===== src/rtl/sync_fifo_pkg.sv =====
// -----------------------------------------------------------------------------
// sync_fifo_pkg
//
// Purpose:
//   Shared definitions for the single-clock FIFO (sync_fifo_param) and its
//   storage array (sync_fifo_ram).
//
// Contents:
//   DEFAULT_DEPTH / DEFAULT_WIDTH  default geometry used by sync_fifo_param
//   PTR_CALC_W                     width at which the pointer helpers operate
//   ptr_status_t                   full/empty pair derived from two pointers
//   ptr_compare()                  full/empty from write and read pointers
//   ptr_count()                    occupancy from write and read pointers
//
// The helpers take pointers zero-extended to PTR_CALC_W bits together with the
// index width, so one definition serves every FIFO depth. A pointer is
// ADDRESS_WIDTH index bits plus one wrap bit above them.
// -----------------------------------------------------------------------------
package sync_fifo_pkg;

    localparam int DEFAULT_DEPTH = 16;
    localparam int DEFAULT_WIDTH = 8;

    // Pointers are widened to this many bits before entering the helpers.
    localparam int PTR_CALC_W = 32;

    typedef struct packed {
        logic full;
        logic empty;
    } ptr_status_t;

    // Mask covering the index bits plus the wrap bit of a pointer.
    function automatic logic [PTR_CALC_W-1:0] ptr_mask(input int addr_w);
        return (PTR_CALC_W'(1) << (addr_w + 1)) - PTR_CALC_W'(1);
    endfunction

    // Empty: both pointers identical (index and wrap bit).
    // Full:  index bits identical, wrap bits different, i.e. the XOR of the
    //        two pointers is exactly the wrap bit.
    function automatic ptr_status_t ptr_compare(
        input logic [PTR_CALC_W-1:0] wr_ptr,
        input logic [PTR_CALC_W-1:0] rd_ptr,
        input int                    addr_w
    );
        ptr_status_t               status;
        logic [PTR_CALC_W-1:0]     diff;
        diff         = (wr_ptr ^ rd_ptr) & ptr_mask(addr_w);
        status.empty = (diff == '0);
        status.full  = (diff == (PTR_CALC_W'(1) << addr_w));
        return status;
    endfunction

    // Occupancy is the modular distance from read to write pointer. With the
    // extra wrap bit this spans 0..DEPTH without ambiguity.
    function automatic logic [PTR_CALC_W-1:0] ptr_count(
        input logic [PTR_CALC_W-1:0] wr_ptr,
        input logic [PTR_CALC_W-1:0] rd_ptr,
        input int                    addr_w
    );
        return (wr_ptr - rd_ptr) & ptr_mask(addr_w);
    endfunction

endpackage : sync_fifo_pkg


===== src/rtl/sync_fifo_ram.sv =====
// -----------------------------------------------------------------------------
// sync_fifo_ram
//
// Purpose:
//   DEPTH x WIDTH storage for sync_fifo_param. One synchronous write port and
//   one read port.
//
// Configuration macro: SYNC_FIFO_FWFT_EN
//   undefined : read port is registered (1-cycle latency). The output register
//               updates only on rd_en and is cleared by srst, so it holds the
//               last word read between reads.
//   defined   : read port is asynchronous; rd_data always shows mem[rd_addr]
//               so the FIFO head is visible without a read request.
//
// Ports:
//   clk      in   clock, all state on posedge
//   srst     in   synchronous active-high reset (read register only; the
//                 array itself is never cleared)
//   wr_en    in   write strobe
//   wr_addr  in   ADDRESS_WIDTH write index
//   wr_data  in   WIDTH write word
//   rd_en    in   read strobe (registered-read build)
//   rd_addr  in   ADDRESS_WIDTH read index
//   rd_data  out  WIDTH read word
// -----------------------------------------------------------------------------
module sync_fifo_ram
    import sync_fifo_pkg::*;
#(
    parameter int DEPTH         = DEFAULT_DEPTH,
    parameter int WIDTH         = DEFAULT_WIDTH,
    parameter int ADDRESS_WIDTH = $clog2(DEPTH)
) (
    input  logic                     clk,
    input  logic                     srst,
    input  logic                     wr_en,
    input  logic [ADDRESS_WIDTH-1:0] wr_addr,
    input  logic [WIDTH-1:0]         wr_data,
    input  logic                     rd_en,
    input  logic [ADDRESS_WIDTH-1:0] rd_addr,
    output logic [WIDTH-1:0]         rd_data
);

    logic [WIDTH-1:0] mem [DEPTH];

    // Write port. No reset: contents survive a FIFO reset and are simply
    // unreachable until rewritten.
    always_ff @(posedge clk) begin
        if (wr_en) begin
            mem[wr_addr] <= wr_data;
        end
    end

`ifdef SYNC_FIFO_FWFT_EN

    // Asynchronous read so the head word falls through to the output.
    assign rd_data = mem[rd_addr];

    // Strobe and reset are not needed by a combinational read port.
    logic unused_rd_ctrl;
    assign unused_rd_ctrl = &{1'b0, rd_en, srst};

`else

    logic [WIDTH-1:0] rd_data_reg;

    always_ff @(posedge clk) begin
        if (srst) begin
            rd_data_reg <= '0;
        end else if (rd_en) begin
            rd_data_reg <= mem[rd_addr];
        end
    end

    assign rd_data = rd_data_reg;

`endif

endmodule : sync_fifo_ram


===== src/rtl/sync_fifo_param.sv =====
// -----------------------------------------------------------------------------
// sync_fifo_param
//
// Purpose:
//   Parameterised single-clock FIFO with occupancy count, programmable
//   almost-full / almost-empty thresholds, per-event overflow / underflow
//   pulses and a sticky error flag with clear. No clock-domain crossing.
//
// Configuration macro: SYNC_FIFO_FWFT_EN
//   undefined : registered read, rdata_o/rd_valid_o one cycle after an
//               accepted read; rdata_o holds its value between reads.
//   defined   : first-word-fall-through. rdata_o shows the head whenever the
//               FIFO is non-empty, rd_en_i acknowledges (pops) it and
//               rd_valid_o = !empty_o.
//   Flags, count and error behaviour are the same in both builds.
//
// Parameters:
//   DEPTH          entries, power of two, >= 4
//   WIDTH          data width
//   ADDRESS_WIDTH  index width, $clog2(DEPTH)
//   AF_LEVEL       almost_full_o  when count_o >= AF_LEVEL
//   AE_LEVEL       almost_empty_o when count_o <= AE_LEVEL
//
// Ports:
//   clk_i           in   clock
//   rst_i           in   synchronous active-high reset, overrides everything
//   wr_en_i         in   write request
//   wdata_i         in   write data
//   rd_en_i         in   read request / acknowledge
//   err_clr_i       in   clears error_o (a new error in the same cycle wins)
//   rdata_o         out  read data
//   rd_valid_o      out  rdata_o carries a newly read word
//   full_o          out  DEPTH words stored
//   empty_o         out  no words stored
//   almost_full_o   out  count_o >= AF_LEVEL
//   almost_empty_o  out  count_o <= AE_LEVEL
//   count_o         out  occupancy 0..DEPTH
//   wr_err_o        out  one-cycle pulse, write rejected (FIFO was full)
//   rd_err_o        out  one-cycle pulse, read rejected (FIFO was empty)
//   error_o         out  sticky OR of wr_err_o / rd_err_o
// -----------------------------------------------------------------------------
module sync_fifo_param
    import sync_fifo_pkg::*;
#(
    parameter int DEPTH         = DEFAULT_DEPTH,
    parameter int WIDTH         = DEFAULT_WIDTH,
    parameter int ADDRESS_WIDTH = $clog2(DEPTH),
    parameter int AF_LEVEL      = DEPTH - 2,
    parameter int AE_LEVEL      = 2
) (
    input  logic                     clk_i,
    input  logic                     rst_i,
    input  logic                     wr_en_i,
    input  logic [WIDTH-1:0]         wdata_i,
    input  logic                     rd_en_i,
    input  logic                     err_clr_i,
    output logic [WIDTH-1:0]         rdata_o,
    output logic                     rd_valid_o,
    output logic                     full_o,
    output logic                     empty_o,
    output logic                     almost_full_o,
    output logic                     almost_empty_o,
    output logic [ADDRESS_WIDTH:0]   count_o,
    output logic                     wr_err_o,
    output logic                     rd_err_o,
    output logic                     error_o
);

    localparam int PW = ADDRESS_WIDTH + 1;

    // -------------------------------------------------------------------------
    // Elaboration-time parameter sanity
    // -------------------------------------------------------------------------
    if (DEPTH < 4 || (DEPTH & (DEPTH - 1)) != 0) begin : g_bad_depth
        $error("sync_fifo_param: DEPTH must be a power of two and at least 4");
    end

    if (ADDRESS_WIDTH != $clog2(DEPTH)) begin : g_bad_addr_w
        $error("sync_fifo_param: ADDRESS_WIDTH must equal $clog2(DEPTH)");
    end

    if (!((AE_LEVEL < AF_LEVEL) && (AF_LEVEL <= DEPTH))) begin : g_bad_levels
        $error("sync_fifo_param: thresholds must satisfy AE_LEVEL < AF_LEVEL <= DEPTH");
    end

    // -------------------------------------------------------------------------
    // State
    // -------------------------------------------------------------------------
    logic [PW-1:0]          wr_ptr_reg, wr_ptr_next;
    logic [PW-1:0]          rd_ptr_reg, rd_ptr_next;
    logic [PW-1:0]          count_reg,  count_next;
    logic                   full_reg,   full_next;
    logic                   empty_reg,  empty_next;
    logic                   af_reg,     af_next;
    logic                   ae_reg,     ae_next;
    logic                   wr_err_reg, wr_err_next;
    logic                   rd_err_reg, rd_err_next;
    logic                   error_reg,  error_next;

    logic                   wr_accept;
    logic                   rd_accept;
    ptr_status_t            status_next;
    logic [PTR_CALC_W-1:0]  count_wide;
    logic [WIDTH-1:0]       ram_rd_data;

    // -------------------------------------------------------------------------
    // Next-state logic
    // -------------------------------------------------------------------------
    always_comb begin
        // Acceptance uses the registered flags, so a read in the same cycle
        // never frees room for a write that arrived while full.
        wr_accept   = wr_en_i & ~full_reg;
        rd_accept   = rd_en_i & ~empty_reg;

        wr_ptr_next = wr_ptr_reg + PW'(wr_accept);
        rd_ptr_next = rd_ptr_reg + PW'(rd_accept);

        // Flags and count are computed from the post-edge pointers and then
        // registered, so every status output is a flop.
        status_next = ptr_compare(PTR_CALC_W'(wr_ptr_next),
                                  PTR_CALC_W'(rd_ptr_next), ADDRESS_WIDTH);
        count_wide  = ptr_count(PTR_CALC_W'(wr_ptr_next),
                                PTR_CALC_W'(rd_ptr_next), ADDRESS_WIDTH);

        count_next  = count_wide[PW-1:0];
        full_next   = status_next.full;
        empty_next  = status_next.empty;
        af_next     = (count_wide >= PTR_CALC_W'(AF_LEVEL));
        ae_next     = (count_wide <= PTR_CALC_W'(AE_LEVEL));

        wr_err_next = wr_en_i & full_reg;
        rd_err_next = rd_en_i & empty_reg;

        // A new error outranks a clear arriving in the same cycle.
        if (wr_err_next | rd_err_next) begin
            error_next = 1'b1;
        end else if (err_clr_i) begin
            error_next = 1'b0;
        end else begin
            error_next = error_reg;
        end
    end

    // -------------------------------------------------------------------------
    // Registers
    // -------------------------------------------------------------------------
    always_ff @(posedge clk_i) begin
        if (rst_i) begin
            wr_ptr_reg <= '0;
            rd_ptr_reg <= '0;
            count_reg  <= '0;
            full_reg   <= 1'b0;
            empty_reg  <= 1'b1;
            af_reg     <= 1'b0;
            ae_reg     <= 1'b1;
            wr_err_reg <= 1'b0;
            rd_err_reg <= 1'b0;
            error_reg  <= 1'b0;
        end else begin
            wr_ptr_reg <= wr_ptr_next;
            rd_ptr_reg <= rd_ptr_next;
            count_reg  <= count_next;
            full_reg   <= full_next;
            empty_reg  <= empty_next;
            af_reg     <= af_next;
            ae_reg     <= ae_next;
            wr_err_reg <= wr_err_next;
            rd_err_reg <= rd_err_next;
            error_reg  <= error_next;
        end
    end

    // -------------------------------------------------------------------------
    // Storage
    // -------------------------------------------------------------------------
    sync_fifo_ram #(
        .DEPTH         (DEPTH),
        .WIDTH         (WIDTH),
        .ADDRESS_WIDTH (ADDRESS_WIDTH)
    ) u_ram (
        .clk     (clk_i),
        .srst    (rst_i),
        .wr_en   (wr_accept),
        .wr_addr (wr_ptr_reg[ADDRESS_WIDTH-1:0]),
        .wr_data (wdata_i),
        .rd_en   (rd_accept),
        .rd_addr (rd_ptr_reg[ADDRESS_WIDTH-1:0]),
        .rd_data (ram_rd_data)
    );

    // -------------------------------------------------------------------------
    // Read-side outputs
    // -------------------------------------------------------------------------
`ifdef SYNC_FIFO_FWFT_EN

    // The head entry is at rd_ptr and the RAM reads it combinationally. While
    // empty the array location is stale, so the output is forced to zero,
    // which also gives the all-zero value straight after reset.
    assign rdata_o    = empty_reg ? '0 : ram_rd_data;
    assign rd_valid_o = ~empty_reg;

`else

    logic rd_valid_reg;

    always_ff @(posedge clk_i) begin
        if (rst_i) begin
            rd_valid_reg <= 1'b0;
        end else begin
            rd_valid_reg <= rd_accept;
        end
    end

    // The RAM output register only loads on an accepted read, so rdata_o
    // keeps the last word read between reads.
    assign rdata_o    = ram_rd_data;
    assign rd_valid_o = rd_valid_reg;

`endif

    assign full_o         = full_reg;
    assign empty_o        = empty_reg;
    assign almost_full_o  = af_reg;
    assign almost_empty_o = ae_reg;
    assign count_o        = count_reg;
    assign wr_err_o       = wr_err_reg;
    assign rd_err_o       = rd_err_reg;
    assign error_o        = error_reg;

endmodule : sync_fifo_param


===== config.mk =====
export PLATFORM = sky130hd
export DESIGN_NAME = sync_fifo_param
export DESIGN_NICKNAME = d
export VERILOG_FILES = /design/src/rtl/sync_fifo_pkg.sv /design/src/rtl/sync_fifo_ram.sv /design/src/rtl/sync_fifo_param.sv
export SDC_FILE = /design/constraint.sdc
export NUM_CORES = 1
export LEC_CHECK = 0
export ABC_CLOCK_PERIOD_IN_PS = 2800
export CAP_MARGIN = 0
export CORE_MARGIN = 2
export CORE_UTILIZATION = 40
export CTS_BUF_LIST = sky130_fd_sc_hd__clkbuf_4 sky130_fd_sc_hd__clkbuf_8 sky130_fd_sc_hd__clkbuf_16
export CTS_CLUSTER_DIAMETER = 200
export DETAILED_ROUTE_END_ITERATION = 8
export GPL_TIMING_DRIVEN = 0
export SYNTH_ARGS = -nofsm -noshare
export SYNTH_HDL_FRONTEND = slang
export SYNTH_SLANG_ARGS = --single-unit

===== constraint.sdc =====
create_clock -name clk_i -period 2.8 [get_ports clk_i]
set_input_delay 0.42 -clock clk_i [delete_from_list [all_inputs] [get_ports clk_i]]
set_output_delay 0.42 -clock clk_i [all_outputs]
set_load 0.01 [all_outputs]

==> qor.yml, run 1 <==
cts_root_buffer: "clkbuf_16"
tns_ns: 0
synthArstFlopShare_pct: 0
hpwlAfterDp_mm: 8.31
place_congestion: 0.784
reg2reg_depth: 10
grt_pass1_vias: 3340
path_class: "in -> reg"
via_per_inst: 5.29
worstPathArrival_ns: 2.81
drv_slew: 0
die_y_um: 128
ff_latch_area_um2: 4460
p_total_mw: 5.41
switching_power_mw: 1.18
syn_area_um2: 6150
cts_buffer_depth: 2
cp.required_ns: 3.10
multiInputGateArea_um2: 1620
clk_pin_slew_ns: 0.06
slew-limit-headroom_pct: 18.4
hp-class: "reg -> reg"
drtIter0Drc: 212
antenna_found_initial: 0
cts_tree: "done"
io_pins: 34
drt_pass1_iterations: 4
num_vias: 3158
yosysMostFrequentCell: "edfxtp_1"
instances_no_fill: 597
clock.fmax_ghz: 0.399
synth_area_per_cell_um2: 17.6
ys_ff_latch: 159
totalWireLength_mm: 12.3
floorplan.initialDensity_pct: 40.8
ys_types: 36
rows: 45
clock_skew_ns: 0.00916
synthFlopType: "edfxtp_1"
layout.nets: 420
dp_cells: 570
groute.usage.overall_pct: 16.6
largest_reg_flops: 128
synth_top_area_cell: "edfxtp_1"
r2r-start: "empty_o"
worstReg2RegEnd: "almost_full_o"
p_leak_nw: 2.38
grt_max_degree: 17
min-delay-start: "empty_o"
portBuffers: 33
cts.sinks: 159
wl_per_cell_um: 20.6
cts_made_buffers: 17
status: "complete, no violations"
core-area_um2: 15100
clock_latency_ns: 0.42
worstHoldPathCells: 2
cts_setup_buffers: 0
cap_viol_max_count: 0
area_growth_pct: 18.3
r2r_slack_ns: 0.38
drive_gt1_share_pct: 18.8
postLayoutCoreUtil_pct: 48.2
startpoint_type: "primary input"
cp-end-kind: "flip-flop"
setup_viol: 0
hold_end: "rd_err_o"
grt_overflow: 0
antenna_left: 0
fin_crit_ns: 2.51
synthTopCellsByCount: "edfxtp_1 (128), nor2_1 (39), mux4_2 (32), dfxtp_1 (31), a21oi_1 (17)"
drc: 0
yosysTopAreaCellShare_pct: 62.5
power_frac_clock_pct: 39.6
die_area_um2: 16400
netSwitchingFraction_pct: 21.8
fin_crit_sh_pct: 89.5
synth-edff-count: 128
antenna_cells: 0
fillers: 1252
yosys_warnings: 0
cts.htree.levels: 4
syn_inst: 349
ys_top_cells_by_area: "edfxtp_1 (62%), mux4_2 (12%), dfxtp_1 (10%)"
p_comb_share_pct: 11.4
power_frac_seq_pct: 49.1
rsz0062_at_grt: "false"
yosysSeqAreaShare_pct: 72.6
power_density_nw_per_um2: 744
hold_viol_final: 0
p_int_mw: 4.23
ir_drop_v: 0.000423
mappedNetlistNets: 370
tightest_slew_ns: 1.21
worstPathMaxFanout: 5
grt_pass1_wl_mm: 19.2
fp.dieW_um: 128
[worst max path at each step]
stage               slack (ns)  cells after the start            end     from
CTS                       0.02                     12  almost_full_o  rd_en_i
detailed placement       -0.95                     13  almost_full_o  rd_en_i
finish                    0.29                     11  almost_full_o  wr_en_i
floorplan                 0.11                     12  almost_full_o  empty_o
global route              0.10                     11  almost_full_o  rd_en_i
global placement         -0.89                     13  almost_full_o  rd_en_i
[cell type report]
type	instances	share of cell area, %
plain buffers	15	0.980
clock buffers	19	6.05
clock inverters	10	1.36
flip-flops and latches	159	61.3
multi-input cells	168	22.2
inverters	5	0.258
well taps	188	3.23
repair buffers	33	4.54
[metal layers]
layer	part of all wire [%]	vias up	wire length, um	track usage (%)
met1	44	1594	5440	22.1
li1	-	1454	-	-
met4	2.2	0	274	6.53
met3	5.5	19	680	5.05
met5	0	-	0	0
met2	48	91	5880	25.9
[power groups by stage]
stage / clock [mW] / sequential (mW) / combinational [mW]
after CTS: 2.18 / 2.66 / 0.623
final: 2.14 / 2.66 / 0.616
after global routing: 2.29 / 2.67 / 0.683
after detailed placement: 0 / 2.71 / 0.618
after floorplan: 0 / 2.72 / 0.364
after global placement: 0 / 2.70 / 0.613
[worst max-delay path, cell delays in order]
cell and delay [ns]:
clkdlybuf4s50_1 0.47, nor2b_2 0.28, ha_1 0.27, nand3_2 0.09, xor2_1 0.26, inv_1 0.08, ha_1 0.31, a21oi_1 0.18
o31ai_2 0.10, xnor2_1 0.25, o22ai_1 0.11
[cell usage in the layout, fill, tap and decap left out, types with 2 or more instances in the layout]
cell type	synthesis	routed
nor3_2	0	2
bufinv_16	0	2
clkbuf_16	0	17
a22oi_1	16	16
buf_1	2	2
dfxtp_1	31	31
nand3b_1	2	2
clkbuf_1	7	5
nor2_1	39	38
xnor2_2	2	3
ha_1	8	8
xnor2_1	7	6
edfxtp_1	128	128
xor2_2	2	2
clkdlybuf4s50_1	0	33
clkinv_1	0	5
nor3_1	5	3
nor2b_1	7	6
mux4_2	32	32
a21oi_1	17	17
inv_1	5	5
clkinvlp_4	0	2
nand3_1	4	4
nand2_1	5	5
nand2b_1	4	3
buf_4	2	2
clkbuf_4	0	2
xor2_1	4	4
buf_2	6	6
[kinds of logic after synthesis]
family,count (synthesis),synth area share [%]
xor+xnor,15,2.62
simple gates,71,5.41
mux,32,11.7
buf+inv,22,1.59
flops,159,72.6
fa+ha+maj,8,1.63
compound gates,42,4.45
[through the flow]
stage	setup slack, ns	cell area (um2)	hold WS, ns
final	0.294	7280	0.489
after global routing	0.102	7280	0.528
after CTS	0.0204	7260	0.488
after detailed placement	-0.951	6720	0.477
after global placement	-0.891	6720	0.470
after floorplan	0.107	6150	0.485
[what timing repair did]
item,CTS,global route
hold endpoints to repair,0,0
cloned,0,0
pin swaps,0,1
hold buffers,0,0
gates resized for setup,4,4
endpoints found under the setup margin,16,3
No activity file was read; power rests on OpenSTA's default activity.
==> inputs of run 2 (changes only) <==
--- a/config.mk
+++ b/config.mk
@@ -6,13 +6,14 @@
 export NUM_CORES = 1
 export LEC_CHECK = 0
 export ABC_CLOCK_PERIOD_IN_PS = 2800
-export CAP_MARGIN = 0
+export CAP_MARGIN = 10
 export CORE_MARGIN = 2
-export CORE_UTILIZATION = 40
+export CORE_UTILIZATION = 50
 export CTS_BUF_LIST = sky130_fd_sc_hd__clkbuf_4 sky130_fd_sc_hd__clkbuf_8 sky130_fd_sc_hd__clkbuf_16
 export CTS_CLUSTER_DIAMETER = 200
 export DETAILED_ROUTE_END_ITERATION = 8
 export GPL_TIMING_DRIVEN = 0
+export PLACE_DENSITY = 0.71
 export SYNTH_ARGS = -nofsm -noshare
 export SYNTH_HDL_FRONTEND = slang
 export SYNTH_SLANG_ARGS = --single-unit
==> run 2 against run 1 <==
Against the previous run:
- clock-buffer cell count grew 3
- wire length grew 2.4%
- global-route usage grew 4.1 points
- clock power grew 7%
- critical endpoint unchanged
- worst setup slack lost 0.066 ns
- sequential share of layout area shrank 0.084 points
- flip-flop and latch count is the same
- utilization grew 12 points
- non-clock buffer count grew 4
- largest power group unchanged
- highest routed layer unchanged
- via count grew 3.4%
- sequential power is essentially flat
- critical path depth is the same
==> qor.yml, run 2 (synthesized netlist as in run 1, its figures left out) <==
hpwlAfterDp_mm: 8.28  # -0.31%
drv_slew: 0  # unchanged
power_frac_clock_pct: 41.0  # +1.4 points
totalWireLength_mm: 12.6  # +2.4%
layout_commonest_cell: "edfxtp_1"
slew-limit-headroom_pct: 36.7  # +18 points
setup_viol: 0  # unchanged
core-area_um2: 12000  # -20%
dp_cells: 533  # -6.5%
floorplan.initialDensity_pct: 51.2  # +10 points
portBuffers: 33  # unchanged
cts_made_buffers: 17  # unchanged
slowest_stage: "clkdlybuf4s50_1"
cpMostUsedCell: "ha_1"
groute.usage.overall_pct: 20.7  # +4.1 points
p_comb_share_pct: 11.1  # -0.3 points
switching_power_mw: 1.22  # +3.5%
cts_tree: "done"
antenna_found_initial: 0  # unchanged
grt_overflow: 0  # unchanged
clock_latency_ns: 0.42  # about the same
status: "complete, no violations"
cts_root_buffer: "clkbuf_16"
cp_cell_sequence: "clkdlybuf4s50_1 -> nor2b_2 -> ha_1 -> nand3_2 -> xor2_1 -> inv_1 -> ha_1 -> a21oi_1 -> o31ai_2 -> xnor2_1 -> o22ai_1"
grt_pass1_wl_mm: 19.1  # -0.47%
largest_reg_flops: 128  # unchanged
antenna_cells: 0  # unchanged
clk_pin_slew_ns: 0.06  # about the same
wl_per_cell_um: 22.3  # +8.6%
place_congestion: 0.810  # +3.4%
hp-class: "reg -> reg"
stdcell_area_um2: 7290  # +0.14%
cp.required_ns: 3.10  # about the same
drc: 0  # unchanged
fin_crit_ns: 2.57  # +0.0656 ns
num_vias: 3266  # +3.4%
worstPathArrival_ns: 2.87  # +0.06 ns
fillers: 863  # -31%
cts.sinks: 159  # unchanged
io_pins: 34  # unchanged
ir_drop_v: 0.000659  # +56%
p_int_mw: 4.33  # +2.3%
crit_buf_inv: 2  # unchanged
clock_skew_ns: 0.00593  # -0.00323 ns
cts_buffer_depth: 2  # unchanged
rows: 40  # -11%
layout.nets: 424  # +0.95%
grt_pass1_vias: 3372  # +0.96%
p_leak_nw: 2.42  # +1.8%
reg2reg_depth: 10  # unchanged
fin_crit_sh_pct: 91.8  # +2.3 points
instances_no_fill: 563  # -5.7%
antenna_left: 0  # unchanged
place_area_um2: 6690  # -0.35%
worstHoldPathCells: 2  # unchanged
crit_path_max_incr_delay_ns: 0.47  # about the same
via_per_inst: 5.80  # +9.7%
path_depth: 11  # unchanged
netSwitchingFraction_pct: 22.0  # +0.20 points
holdBufCountCts: 0  # unchanged
area_growth_pct: 18.5
startpoint_type: "primary input"
power_density_nw_per_um2: 762  # +2.4%
fp.dieW_um: 115  # -10%
grt_max_degree: 17  # unchanged
power_frac_seq_pct: 47.9  # -1.2 points
hold_viol_final: 0  # unchanged
cts.htree.levels: 4  # unchanged
rsz0062_at_grt: "false"
clock.fmax_ghz: 0.389  # -2.6%
drtIter0Drc: 291  # +37%
drive_gt1_share_pct: 20.4  # +1.6 points
path_class: "in -> reg"
die_y_um: 115  # -10%
drt_pass1_iterations: 4  # unchanged
cp_top_family: "adder cells"
final_cell_mix: "edfxtp_1 (128), nor2_1 (39), clkdlybuf4s50_1 (33), mux4_2 (32), dfxtp_1 (31)"
cap_viol_max_count: 0  # unchanged
die_area_um2: 13200  # -19%
tightest_slew_ns: 0.946  # -0.269 ns
cp-end-kind: "flip-flop"
cts_setup_buffers: 0  # unchanged
worstPathMaxFanout: 5  # unchanged
## run 2: changes by cell type in the layout (fill, tap and decap cells not counted), sizes merged
cell / previous run / this run
buf: 10 / 14
clkbuf: 24 / 27
clkinv: 6 / 4
clkinvlp: 2 / 3
inv: 5 / 6
## run 2: timing repair
| action | CTS | global route |
|---|---|---|
| resized for setup | 2 | 2 |
| pin swaps | 0 | 0 |
| setup endpoints to repair | 8 | 3 |
## run 2: cell type report
cell class,count,area (um2),area share [%]
buffer,15,71.3,0.979
clock buffer,22,482,6.61
clock inverter,10,111,1.53
inverter,5,18.8,0.258
multi-input combinational,168,1600,21.9
sequential,159,4460,61.3
tap,147,184,2.52
timing repair buffer,37,358,4.91
## run 2: worst paths after layout
check                                endpoint  slack, ns     from
worst max register to register  almost_full_o       0.32  empty_o
worst max-delay path            almost_full_o       0.23  wr_en_i
worst min register to register       rd_err_o       0.49  empty_o
worst min-delay path                 rd_err_o       0.49  empty_o
## run 2: routing by layer
layer / track usage, % / routed length (um) / up-vias
li1: - / - / 1465
met1: 26.0 / 4990 / 1648
met2: 33.7 / 6380 / 130
met3: 6.69 / 904 / 23
met4: 8.43 / 293 / 0
met5: 0 / 0 / -
## run 2: power by group through the flow
stage / Combinational (mW) / Clock, mW / Sequential, mW
after floorplan: 0.364 / 0 / 2.72
after global placement: 0.603 / 0 / 2.70
after detailed placement: 0.618 / 0 / 2.71
after CTS: 0.622 / 2.31 / 2.66
after global routing: 0.678 / 2.39 / 2.66
final: 0.618 / 2.28 / 2.66
## run 2: metrics by stage
stage / hold WS [ns] / total power [mW] / setup slack, ns / utilization, % / TNS, ns
6_report: 0.486 / 5.55 / 0.229 / 60.7 / 0
5_1_grt: 0.518 / 5.74 / 0.0347 / 60.7 / 0
4_1_cts: 0.484 / 5.59 / 0.00448 / 60.7 / 0
3_5_place_dp: 0.475 / 3.32 / -0.885 / 55.7 / -7.09
3_3_place_gp: 0.457 / 3.31 / -0.823 / 55.5 / -11.86
2_1_floorplan: 0.485 / 3.09 / 0.107 / - / 0
## run 2: worst reg2reg max path: cells and delay by family (launching register included)
kind	cells	cell delay [ns]
AND/OR/NAND/NOR	3	0.79
AO/OA/AOI/OAI	1	0.11
flip-flops	1	0.36
buffers and inverters	1	0.07
XOR/XNOR	2	0.32
adder cells (fa/ha/maj)	3	0.75
